**config.mk**
```make
export PLATFORM = sky130hd
export DESIGN_NAME = aes_state_buffer_flat
export DESIGN_NICKNAME = d
export VERILOG_FILES = /design/src/rtl/aes_state_buffer_if.sv /design/src/rtl/aes_state_buffer.sv /design/src/flat_wrapper.sv
export SDC_FILE = /design/constraint.sdc
export NUM_CORES = 1
export LEC_CHECK = 0
export BUFFER_PORTS_ARGS = -buffer_cell sky130_fd_sc_hd__buf_4
export CAP_MARGIN = 10
export CORE_MARGIN = 10
export CORE_UTILIZATION = 55
export CTS_CLUSTER_SIZE = 30
export DETAILED_ROUTE_END_ITERATION = 7
export GPL_TIMING_DRIVEN = 0
export HOLD_SLACK_MARGIN = 0.06
export PLACE_DENSITY = 0.83
export SYNTH_ARGS = -nofsm -noshare
export SYNTH_HDL_FRONTEND = slang
export SYNTH_SLANG_ARGS = --single-unit
export TNS_END_PERCENT = 1
```
**constraint.sdc**
```tcl
create_clock -name clk -period 5.05 [get_ports clk]
set_input_delay 0.2525 -clock clk [delete_from_list [all_inputs] [get_ports clk]]
set_output_delay 0.2525 -clock clk [all_outputs]
set_load 0.05 [all_outputs]
```
**src/rtl/aes_state_buffer_if.sv**
```systemverilog
// Byte-stream handshake and permutation-control bundle for the AES state buffer.
// master = upstream/controller side, slave = the buffer itself.
interface aes_state_buffer_if #(
    parameter int DATA_W = 8
);
    logic [DATA_W-1:0] in_data;
    logic              in_valid;
    logic              in_ready;
    logic              sr_req;
    logic              sr_inv;
    logic              sr_done;
    logic              start_out;
    logic [DATA_W-1:0] out_data;
    logic              out_valid;
    logic              out_ready;
    logic              out_last;

    modport master (
        output in_data, in_valid, sr_req, sr_inv, start_out, out_ready,
        input  in_ready, sr_done, out_data, out_valid, out_last
    );

    modport slave (
        input  in_data, in_valid, sr_req, sr_inv, start_out, out_ready,
        output in_ready, sr_done, out_data, out_valid, out_last
    );
endinterface

```
**src/rtl/aes_state_buffer.sv**
```systemverilog
// Byte-serial 16-byte AES state register: load a block, apply ShiftRows or
// InvShiftRows in place on command, then stream the block back out.
module aes_state_buffer #(
    parameter int DATA_W = 8,
    parameter int NBYTES = 16
) (
    input logic                clk,
    input logic                rst,
    aes_state_buffer_if.slave  bus
);

    typedef enum logic [1:0] {
        LOAD,
        HOLD,
        UNLOAD
    } state_t;

    state_t            state_q, state_d;
    logic [3:0]        cnt_q, cnt_d;
    logic              sr_done_q, sr_done_d;
    logic [DATA_W-1:0] b_q [NBYTES];
    logic [DATA_W-1:0] b_d [NBYTES];
    logic [DATA_W-1:0] fwd [NBYTES];
    logic [DATA_W-1:0] inv [NBYTES];

    // Column-major storage: byte r+4c is row r, column c; row r rotates by r.
    always_comb begin
        for (int r = 0; r < 4; r++) begin
            for (int c = 0; c < 4; c++) begin
                fwd[r + 4*c] = b_q[r + 4*((c + r) % 4)];
                inv[r + 4*c] = b_q[r + 4*((c - r + 4) % 4)];
            end
        end
    end

    always_comb begin
        state_d   = state_q;
        cnt_d     = cnt_q;
        sr_done_d = 1'b0;
        b_d       = b_q;
        case (state_q)
            LOAD: begin
                if (bus.in_valid) begin
                    b_d[cnt_q] = bus.in_data;
                    cnt_d      = cnt_q + 4'd1;
                    if (cnt_q == 4'd15) begin
                        state_d = HOLD;
                    end
                end
            end
            HOLD: begin
                // A permutation request wins over start_out in the same cycle.
                if (bus.sr_req) begin
                    b_d       = bus.sr_inv ? inv : fwd;
                    sr_done_d = 1'b1;
                end else if (bus.start_out) begin
                    state_d = UNLOAD;
                    cnt_d   = 4'd0;
                end
            end
            UNLOAD: begin
                if (bus.out_ready) begin
                    cnt_d = cnt_q + 4'd1;
                    if (cnt_q == 4'd15) begin
                        state_d = LOAD;
                    end
                end
            end
            default: begin
                state_d = LOAD;
                cnt_d   = 4'd0;
            end
        endcase
    end

    always_ff @(posedge clk or posedge rst) begin
        if (rst) begin
            state_q   <= LOAD;
            cnt_q     <= 4'd0;
            sr_done_q <= 1'b0;
            for (int i = 0; i < NBYTES; i++) begin
                b_q[i] <= '0;
            end
        end else begin
            state_q   <= state_d;
            cnt_q     <= cnt_d;
            sr_done_q <= sr_done_d;
            b_q       <= b_d;
        end
    end

    assign bus.in_ready  = (state_q == LOAD);
    assign bus.out_valid = (state_q == UNLOAD);
    assign bus.out_last  = (state_q == UNLOAD) && (cnt_q == 4'd15);
    assign bus.out_data  = b_q[cnt_q];
    assign bus.sr_done   = sr_done_q;

endmodule

```
**src/flat_wrapper.sv**
```systemverilog
// flat-port wrapper written by rule: the top's interface ports become plain ports
module aes_state_buffer_flat 
#(
    parameter int DATA_W = 8,
    parameter int NBYTES = 16
)
  (clk, rst, bus_in_data, bus_in_valid, bus_sr_req, bus_sr_inv, bus_start_out, bus_out_ready, bus_in_ready, bus_sr_done, bus_out_data, bus_out_valid, bus_out_last);
  aes_state_buffer_if #(.DATA_W(DATA_W)) bus_i ();
  input logic clk;
  input logic rst;
  input wire logic [$bits(bus_i.in_data)-1:0] bus_in_data;
  input wire logic [$bits(bus_i.in_valid)-1:0] bus_in_valid;
  input wire logic [$bits(bus_i.sr_req)-1:0] bus_sr_req;
  input wire logic [$bits(bus_i.sr_inv)-1:0] bus_sr_inv;
  input wire logic [$bits(bus_i.start_out)-1:0] bus_start_out;
  input wire logic [$bits(bus_i.out_ready)-1:0] bus_out_ready;
  output wire logic [$bits(bus_i.in_ready)-1:0] bus_in_ready;
  output wire logic [$bits(bus_i.sr_done)-1:0] bus_sr_done;
  output wire logic [$bits(bus_i.out_data)-1:0] bus_out_data;
  output wire logic [$bits(bus_i.out_valid)-1:0] bus_out_valid;
  output wire logic [$bits(bus_i.out_last)-1:0] bus_out_last;
  assign bus_i.in_data = bus_in_data;
  assign bus_i.in_valid = bus_in_valid;
  assign bus_i.sr_req = bus_sr_req;
  assign bus_i.sr_inv = bus_sr_inv;
  assign bus_i.start_out = bus_start_out;
  assign bus_i.out_ready = bus_out_ready;
  assign bus_in_ready = bus_i.in_ready;
  assign bus_sr_done = bus_i.sr_done;
  assign bus_out_data = bus_i.out_data;
  assign bus_out_valid = bus_i.out_valid;
  assign bus_out_last = bus_i.out_last;
  aes_state_buffer #(.DATA_W(DATA_W), .NBYTES(NBYTES)) u_core (.clk(clk), .rst(rst), .bus(bus_i));
endmodule
```
==> flow_summary.yaml, run 1 <==
flow_run:
  maxCapViolations: 0
floorplanning:
  die_x_um: 140.0
  rows: 43
  die_h_um: 140.0
  die_area_um2: 19610
  coreArea_um2: 13990
  io_pins: 27
  initial_core_util_pct: 56.65
detailed_routing:
  vias: 6714
  avgViaCountPerCell: 6.858
  drc: 0
  wl_per_cell_um: 24.10
  drtIter0Drc: 924
  postRouteAntennaNets: 0
  first_pass_iters: 5
  totalWireLength_um: 23590
yosys:
  synth_top_area_share_pct: 42.63
  yosys.area.top_type: "dfrtp_1"
  post-synth-top-count-cell: "dfrtp_1"
  mappedNetlistArea_um2: 7925
  synthFlopType: "dfrtp_1"
  synth_area_leaders: "dfrtp_1 43%, mux4_2 9.1%, mux2_2 8.4%, a21oi_1 4.8%, mux2i_1 3.8%"
  synth_edf_count: 0
  async_flop_share_pct: 100.0
  ys_warn_count: 0
  synthCells: 749
  yosys-top-cells-count: "135 x dfrtp_1, 76 x a21oi_1, 59 x mux2_2, 57 x nand2_1, 51 x nor2_1"
  ys_seq_elements: 135
  seq_area_frac_synth_pct: 42.63
  synth.avg_cell_area_um2: 10.58
  syn_nets: 768
  synth.distinct_cells: 47
global_route:
  grt_usage_pct: 24.20
  gr-usage-met3_pct: 6.491
  antenna_found_initial: 0
  busiest_layer: "met2"
  grt_pass1_wl_um: 37780
  met1_usage_pct: 31.25
  grt_max_degree: 84
  overflow: 0
  grt_pass1_vias: 6649
  met2_usage_pct: 37.47
sta:
  worst_slew_pin_slew_ns: 0.7642
  rsz0062_at_grt: "no"
  report.final.slew_viol_count: 0
  max_slew_margin_pct: 49.05
  layout_setup_ws_ns: 1.989
  skew_ns: 0.01176
  setup-violations-final: 0
  fmaxAchievable_mhz: 326.7
  hold_slack_ns: 0.09213
  final_hold_viol_count: 0
  fin_crit_sh_pct: 60.62
  min_period_ns: 3.061
setup_path:
  r2r-end: "u_core.b_q[21]"
  cp_max_fo: 10
  cp-start-kind: "flop"
  end_kind: "flop"
  crit_type: "reg -> reg"
  arrival_ns: 3.40
  r2r_cells: 11
  r2r_start: "u_core.cnt_q[1]"
  rrSetupSlack_ns: 1.99
  required_ns: 5.39
cts:
  clkSlewWorstSetupHoldPaths_ns: 0.06
  cts_tree: "built"
  cts_root_buf: "clkbuf_16"
  clkSinkCount: 135
  cts_max_level: 4
  clockBufferDepth: 2
  post_cts_resized: 0
  clk_latency_ns: 0.43
  postCtsSetupBuffers: 0
  cts_buffers: 17
hold_path:
  hold_depth: 2
  min_to: "u_core.bus.sr_done"
  hold_start: "bus_sr_req"
  min_path_type: "in -> reg"
placed_design:
  io_buffers: 17
  place.gp.congestion: 0.9664
  dpl.hpwl_um: 17140
  place_inst: 947
  place_ws_ns: 2.200
layout:
  fin_util_pct: 64.14
  antenna_cells: 0
  area_growth_pct: 13.21
  drive_above_1_share_pct: 23.40
  final-instance-count-excl-fill: 979
  fin_nets: 806
power:
  ir_worst_vdd_mv: 0.3253
  power_density_nw_per_um2: 706.9
  p_leak_uw: 0.003774
run_status:
  run_status: "finished clean"
[worst max path at each step]
stage               startpoint              to  slack, ns
3_5_place_dp   u_core.cnt_q[1]  u_core.b_q[23]       2.20
2_1_floorplan              rst   u_core.b_q[0]       1.19
6_report       u_core.cnt_q[1]  u_core.b_q[21]       1.99
5_1_grt        u_core.cnt_q[1]  u_core.b_q[18]       1.82
3_3_place_gp               rst  u_core.b_q[98]      -0.35
4_1_cts        u_core.cnt_q[1]  u_core.b_q[21]       2.11
[area by class of cell]
class	instances	area [um2]
Fill cell	1068	5016
Multi-Input combinational cell	533	4174
Sequential cell	135	3378
Clock buffer	20	456.7
Buffer	73	342.8
Tap cell	180	225.2
Clock inverter	11	195.2
Timing Repair Buffer	19	165.2
Inverter	8	35.03
[layer usage]
layer	share of wire (%)	up-vias
met4	3.6	0
met1	38	3244
met2	47	507
li1	-	2879
met3	12	84
met5	0	-
[flip-flops by register name (all words and copies together), names as in the netlist]
register,flops
u_core.state_q,2
u_core.b_q,128
u_core.bus.sr_done,1
u_core.cnt_q,4
[critical path, cell delays in order (launching register included)]
cell and delay (ns):
dfrtp_1 0.40, buf_2 0.22, buf_2 0.23, buf_2 0.23, inv_1 0.11, ha_1 0.17
clkbuf_1 0.35, nand3_1 0.12, a211oi_1 0.55, buf_2 0.35, nor2_1 0.07, a21oi_1 0.16
[report_power, final]
group / total [uW] / leakage, uW / switching (uW) / internal (uW)
Sequential: 2140 / 0.00167 / 567 / 1570
Combinational: 2830 / 0.00180 / 1600 / 1230
Clock: 1380 / 0.000309 / 477 / 901
Total: 6340 / 0.00377 / 2650 / 3700
[cell families (layout without fill, tap and decap cells)]
family | count (synthesis) | in the layout | synth area share [%]
flip-flops | 135 | 135 | 42.63
multiplexers | 130 | 130 | 22.69
adder cells (fa/ha/maj) | 4 | 4 | 0.6315
AO/OA/AOI/OAI | 233 | 233 | 18.85
AND/OR/NAND/NOR | 166 | 166 | 10.50
buffers and inverters | 81 | 131 | 4.705
[repair_timing]
item	CTS	global route
endpoints found under the hold margin	52	0
endpoints found under the setup margin	0	0
hold buffers	1	0
[per-stage QoR]
stage	cell area [um2]	TNS, ns	total power, uW
finish	8972	0	6343
global route	8972	0	6656
CTS	8972	0	6265
detailed placement	8310	0	4866
global placement	8278	-46.10	4770
floorplan	7925	0	4046
[placed cells by master, fill, tap and decap left out, types with 15 or more instances in the layout]
| cell type | Yosys | layout |
|---|---|---|
| o2bb2ai_1 | 15 | 15 |
| mux4_2 | 32 | 32 |
| nor2_1 | 51 | 51 |
| nand2_1 | 57 | 57 |
| dfrtp_1 | 135 | 135 |
| clkbuf_1 | 32 | 33 |
| o21ai_0 | 37 | 37 |
| clkbuf_16 | 0 | 17 |
| a22oi_1 | 18 | 18 |
| buf_4 | 3 | 20 |
| mux2_2 | 59 | 59 |
| a2bb2oi_1 | 24 | 24 |
| o22ai_1 | 35 | 35 |
| mux2i_1 | 30 | 30 |
| a21oi_1 | 76 | 76 |
| buf_2 | 28 | 28 |
(Power assumes the default switching activity.)
==> inputs of run 2 (changes only) <==
Clock period 5.05 ns to 2.85 ns, I/O delays scaled along.
==> flow_summary.yaml, run 2 (synthesized netlist as in run 1, its figures left out) <==
placed_design:
  place.gp.congestion: 0.9888
  place_ws_ns: -0.07144
  io_buffers: 17
  dpl.hpwl_um: 17510
floorplanning:
  die_area_um2: 19610
  io_pins: 27
  die_x_um: 140.0
  initial_core_util_pct: 56.65
  coreArea_um2: 13990
  rows: 43
  die_h_um: 140.0
sta:
  min_period_ns: 2.725
  worst_slew_pin_slew_ns: 0.6812
  final_hold_viol_count: 0
  fin_crit_sh_pct: 95.62
  fmaxAchievable_mhz: 366.9
  layout_setup_ws_ns: 0.1247
  max_slew_margin_pct: 54.59
  rsz0062_at_grt: "no"
  report.final.slew_viol_count: 0
  hold_slack_ns: 0.07400
  skew_ns: 0.008780
  setup-violations-final: 0
cts:
  cts_root_buf: "clkbuf_16"
  clkSlewWorstSetupHoldPaths_ns: 0.06
  cts_buffers: 17
  cts_tree: "built"
  clockBufferDepth: 2
  cts_max_level: 4
  clkSinkCount: 135
  clk_latency_ns: 0.44
  postCtsSetupBuffers: 0
detailed_routing:
  vias: 6809
  totalWireLength_um: 24210
  drc: 2
  avgViaCountPerCell: 6.927
  first_pass_iters: 8
  drtIter0Drc: 1086
  wl_per_cell_um: 24.63
  postRouteAntennaNets: 0
global_route:
  grt_usage_pct: 24.37
  grt_max_degree: 45
  overflow: 0
  grt_pass1_wl_um: 37590
  antenna_found_initial: 0
  grt_pass1_vias: 6601
hold_path:
  min_path_type: "in -> reg"
  hold_start: "bus_start_out"
  hold_depth: 4
  min_to: "u_core.state_q[0]"
setup_path:
  cp_max_fo: 10
  rrSetupSlack_ns: 0.12
  r2r_cells: 10
  cp_slowest_stage_delay_ns: 0.42
  end_kind: "flop"
  crit_type: "reg -> reg"
  cp-start-kind: "flop"
  arrival_ns: 3.03
  cp_top_family: "buffers and inverters"
  required_ns: 3.15
  r2r-end: "u_core.b_q[111]"
  worstPathCellList: "buf_4, buf_4, clkbuf_4, inv_1, ha_2, or3b_1, a211o_2, buf_2, nand2_1, o21ai_0"
  slowest_stage: "a211o_2"
  cp_num_buf_inv: 5
  r2r_start: "u_core.cnt_q[0]"
  cp_common_cell: "buf_4"
layout:
  drive_above_1_share_pct: 24.28
  final_cell_mix: "135 x dfrtp_1, 76 x a21oi_1, 59 x mux2_2"
  largest_register_ffs: 128
  antenna_cells: 0
  reg_top3: "u_core.b_q (128), u_core.cnt_q (4), u_core.state_q (2)"
  area_growth_pct: 12.79
  fin_nets: 809
  final_common_cell: "dfrtp_1"
  regMostFlops: "u_core.b_q"
power:
  power_density_nw_per_um2: 1219
  p_leak_uw: 0.003756
  ir_worst_vdd_mv: 0.5652
  p_total_uw: 10900
run_status:
  violations: "design-rule violations"
  run_status: "complete, but fails checks"
flow_run:
  maxCapViolations: 0
-- run 2: changes by cell type in the layout (fill, tap and decap cells not counted), sizes merged --
cell / delta
buf: -2
bufinv: -5
clkbuf: +5
clkinv: +7
dlygate4sd3: +1
inv: -2
-- run 2: through the flow --
stage | std cells | cell area (um2) | util (%) | TNS, ns
CTS | 983 | 8912 | 63.71 | 0
floorplan | 749 | 7929 | - | 0
global route | 983 | 8939 | 63.90 | 0
global placement | 946 | 8282 | 59.20 | 0
detailed placement | 949 | 8342 | 59.63 | -0.2298
finish | 983 | 8939 | 63.90 | 0
-- run 2: final cells by class --
type	count	area, um2
fill	1058	5050
multi-input combinational	533	4190
timing repair buffer	22	207.7
tap	180	225.2
buffer	73	357.8
sequential	135	3378
clock inverter	11	75.07
clock buffer	21	470.5
inverter	8	33.78
-- run 2: worst reg2reg max path: stages (launching register included) --
cell	delay (ns)
dfrtp_1	0.40
buf_4	0.20
buf_4	0.22
clkbuf_4	0.23
inv_1	0.11
ha_2	0.25
or3b_1	0.37
a211o_2	0.42
buf_2	0.22
nand2_1	0.09
o21ai_0	0.09
-- run 2: worst max path at each step --
stage               startpoint              end  cells past startpoint
3_5_place_dp   u_core.cnt_q[1]   u_core.b_q[22]                     11
6_report       u_core.cnt_q[0]  u_core.b_q[111]                     10
3_3_place_gp   u_core.cnt_q[1]   u_core.b_q[23]                     11
5_1_grt        u_core.cnt_q[1]   u_core.b_q[18]                     10
4_1_cts        u_core.cnt_q[0]  u_core.b_q[107]                     10
2_1_floorplan  u_core.cnt_q[0]  u_core.b_q[106]                     10
-- run 2: power breakdown --
part | total (uW) | internal [uW] | switching (uW)
logic | 5070 | 2200 | 2860
clock network | 2040 | 1180 | 863
registers | 3790 | 2780 | 1010
total | 10900 | 6160 | 4740
-- run 2: timing repair --
action / 4_1_cts / 5_1_grt
hold endpoints to repair: 16 / 0
hold buffers: 2 / 0
endpoints found under the setup margin: 6 / 88
pin swaps: 0 / 0
gates resized for setup: 1 / 13
-- run 2: layer usage --
| layer | GRT usage [%] | vias to the layer above | part of all wire [%] |
|---|---|---|---|
| met5 | 0 | - | 0 |
| met4 | 11.85 | 0 | 3.4 |
| met3 | 5.713 | 74 | 12 |
| met2 | 38.78 | 513 | 48 |
| met1 | 30.57 | 3329 | 37 |
| li1 | - | 2893 | - |
==> inputs of run 3 (changes only) <==
Settings changed: REMOVE_ABC_BUFFERS set to 1.
==> flow_summary.yaml, run 3 (synthesized netlist as in run 1, its figures left out) <==
global_route:
  overflow: 0
  grt_pass1_vias: 6652
  met2_usage_pct: 37.24
  grt_usage_pct: 23.16
  gr-usage-met3_pct: 6.795
  grt_pass1_wl_um: 36430
  antenna_found_initial: 0
  busiest_layer: "met2"
  grt_max_degree: 85
  met1_usage_pct: 28.29
setup_path:
  end_kind: "flop"
  required_ns: 3.19
  worstPathCellList: "buf_12, ha_2, nand3_1, a211oi_2, buf_6, nor2_1, a21oi_1"
  cp_slowest_stage_delay_ns: 0.70
  slowest_stage: "dfrtp_2"
  cp-start-kind: "flop"
  arrival_ns: 3.04
  cp_max_fo: 21
  crit_type: "reg -> reg"
detailed_routing:
  first_pass_iters: 7
  wl_per_cell_um: 24.77
  totalWireLength_um: 22860
  drc: 0
  vias: 6593
  postRouteAntennaNets: 0
  drtIter0Drc: 788
  avgViaCountPerCell: 7.143
power:
  p_total_uw: 10710
  ir_worst_vdd_mv: 0.8907
  power_density_nw_per_um2: 1222
  p_leak_uw: 0.003668
cts:
  clkSinkCount: 135
  clockBufferDepth: 2
  postCtsSetupBuffers: 0
  clk_latency_ns: 0.42
  cts_root_buf: "clkbuf_16"
  cts_max_level: 4
  cts_tree: "built"
  cts_buffers: 17
  clkSlewWorstSetupHoldPaths_ns: 0.06
floorplanning:
  die_x_um: 140.0
  rows: 43
  io_pins: 27
  coreArea_um2: 13990
  die_h_um: 140.0
  initial_core_util_pct: 56.65
  die_area_um2: 19610
layout:
  area_growth_pct: 10.55
  fin_nets: 752
  final_common_cell: "dfrtp_1"
  final-instance-count-excl-fill: 923
  reg_top3: "u_core.b_q (128), u_core.cnt_q (4), u_core.state_q (2)"
  largest_register_ffs: 128
  drive_above_1_share_pct: 23.55
  antenna_cells: 0
  regMostFlops: "u_core.b_q"
  final_cell_mix: "132 x dfrtp_1, 76 x a21oi_1, 59 x mux2_2"
  fill_cells: 1054
flow_run:
  maxCapViolations: 0
placed_design:
  dpl.hpwl_um: 14350
  place.gp.congestion: 0.8877
  place_inst: 892
  io_buffers: 26
sta:
  rsz0062_at_grt: "no"
  skew_ns: 0.006686
  max_slew_margin_pct: 30.92
  final_hold_viol_count: 0
  fmaxAchievable_mhz: 371.0
  min_period_ns: 2.696
  fin_crit_sh_pct: 94.59
  setup-violations-final: 0
  report.final.slew_viol_count: 0
  worst_slew_pin_slew_ns: 1.034
run_status:
  run_status: "finished clean"
hold_path:
  min_path_type: "in -> reg"
==> run 3: cell count changes in the layout (fill, tap and decap cells not counted), moves of 3 or more <==
cell,change
clkinv_4,-3
dfrtp_1,-3
buf_4,+5
buf_6,+4
buf_2,-23
clkbuf_4,-4
clkbuf_1,-27
clkinvlp_4,-3
buf_1,-7
==> run 3: metal layers <==
layer	up-vias	wire length (um)
met1	3304	8727
met5	-	0
met2	428	11180
met3	82	2144
li1	2779	-
met4	0	811
==> run 3: report_power, final <==
group          leakage [uW]  switching, uW  total [uW]  internal [uW]
Combinational       0.00174           2610        4750           2140
Sequential          0.00166           1110        3890           2780
Clock              0.000269            788        2060           1270
Total               0.00367           4510       10700           6200
==> run 3: worst paths after layout <==
check                                 from              to  slack [ns]  depth (start not counted)
min in group asynchronous              rst  u_core.b_q[27]        0.31                          3
setup / recovery           u_core.cnt_q[0]  u_core.b_q[19]        0.15                          7
hold reg to reg             u_core.b_q[57]  u_core.b_q[57]        0.49                          2
setup reg to reg           u_core.cnt_q[0]  u_core.b_q[19]        0.15                          7
hold / removal              bus_in_data[1]  u_core.b_q[17]        0.09                          3
max in group asynchronous              rst   u_core.b_q[1]        1.75                          4
==> run 3: cell type report <==
class	instances	area [um2]	area share, %
Clock inverter	4	45.04	0.5141
Timing Repair Buffer	38	369.1	4.213
Tap cell	180	225.2	2.571
Sequential cell	135	3385	38.63
Inverter	8	35.03	0.3999
Multi-Input combinational cell	533	4207	48.01
Clock buffer	25	495.5	5.656
==> run 3: metrics by stage <==
step	area [um2]	hold WS [ns]	setup TNS [ns]	setup slack (ns)	utilization, %
6_report	8761	0.08581	0	0.1543	62.63
2_1_floorplan	7582	0.2711	-162.56	-0.9036	-
4_1_cts	8752	0.07445	0	0.02166	62.57
3_5_place_dp	8187	0.2178	-1.290	-0.1796	58.52
5_1_grt	8761	0.1025	0	0.004687	62.63
3_3_place_gp	8003	0.3935	-502.50	-2.305	57.21
==> run 3: critical path: cells and delay by family, from the launching register on <==
family | cells | cell delay (ns)
compound gates | 2 | 0.74
fa+ha+maj | 1 | 0.46
buf+inv | 2 | 0.50
flops | 1 | 0.70
simple gates | 2 | 0.20
==> run 3: repair_timing <==
| item | in CTS | in global routing |
|---|---|---|
| resized for setup | 2 | 3 |
| hold buffers | 2 | 0 |
| endpoints found under the hold margin | 52 | 0 |
| setup endpoints to repair | 20 | 64 |
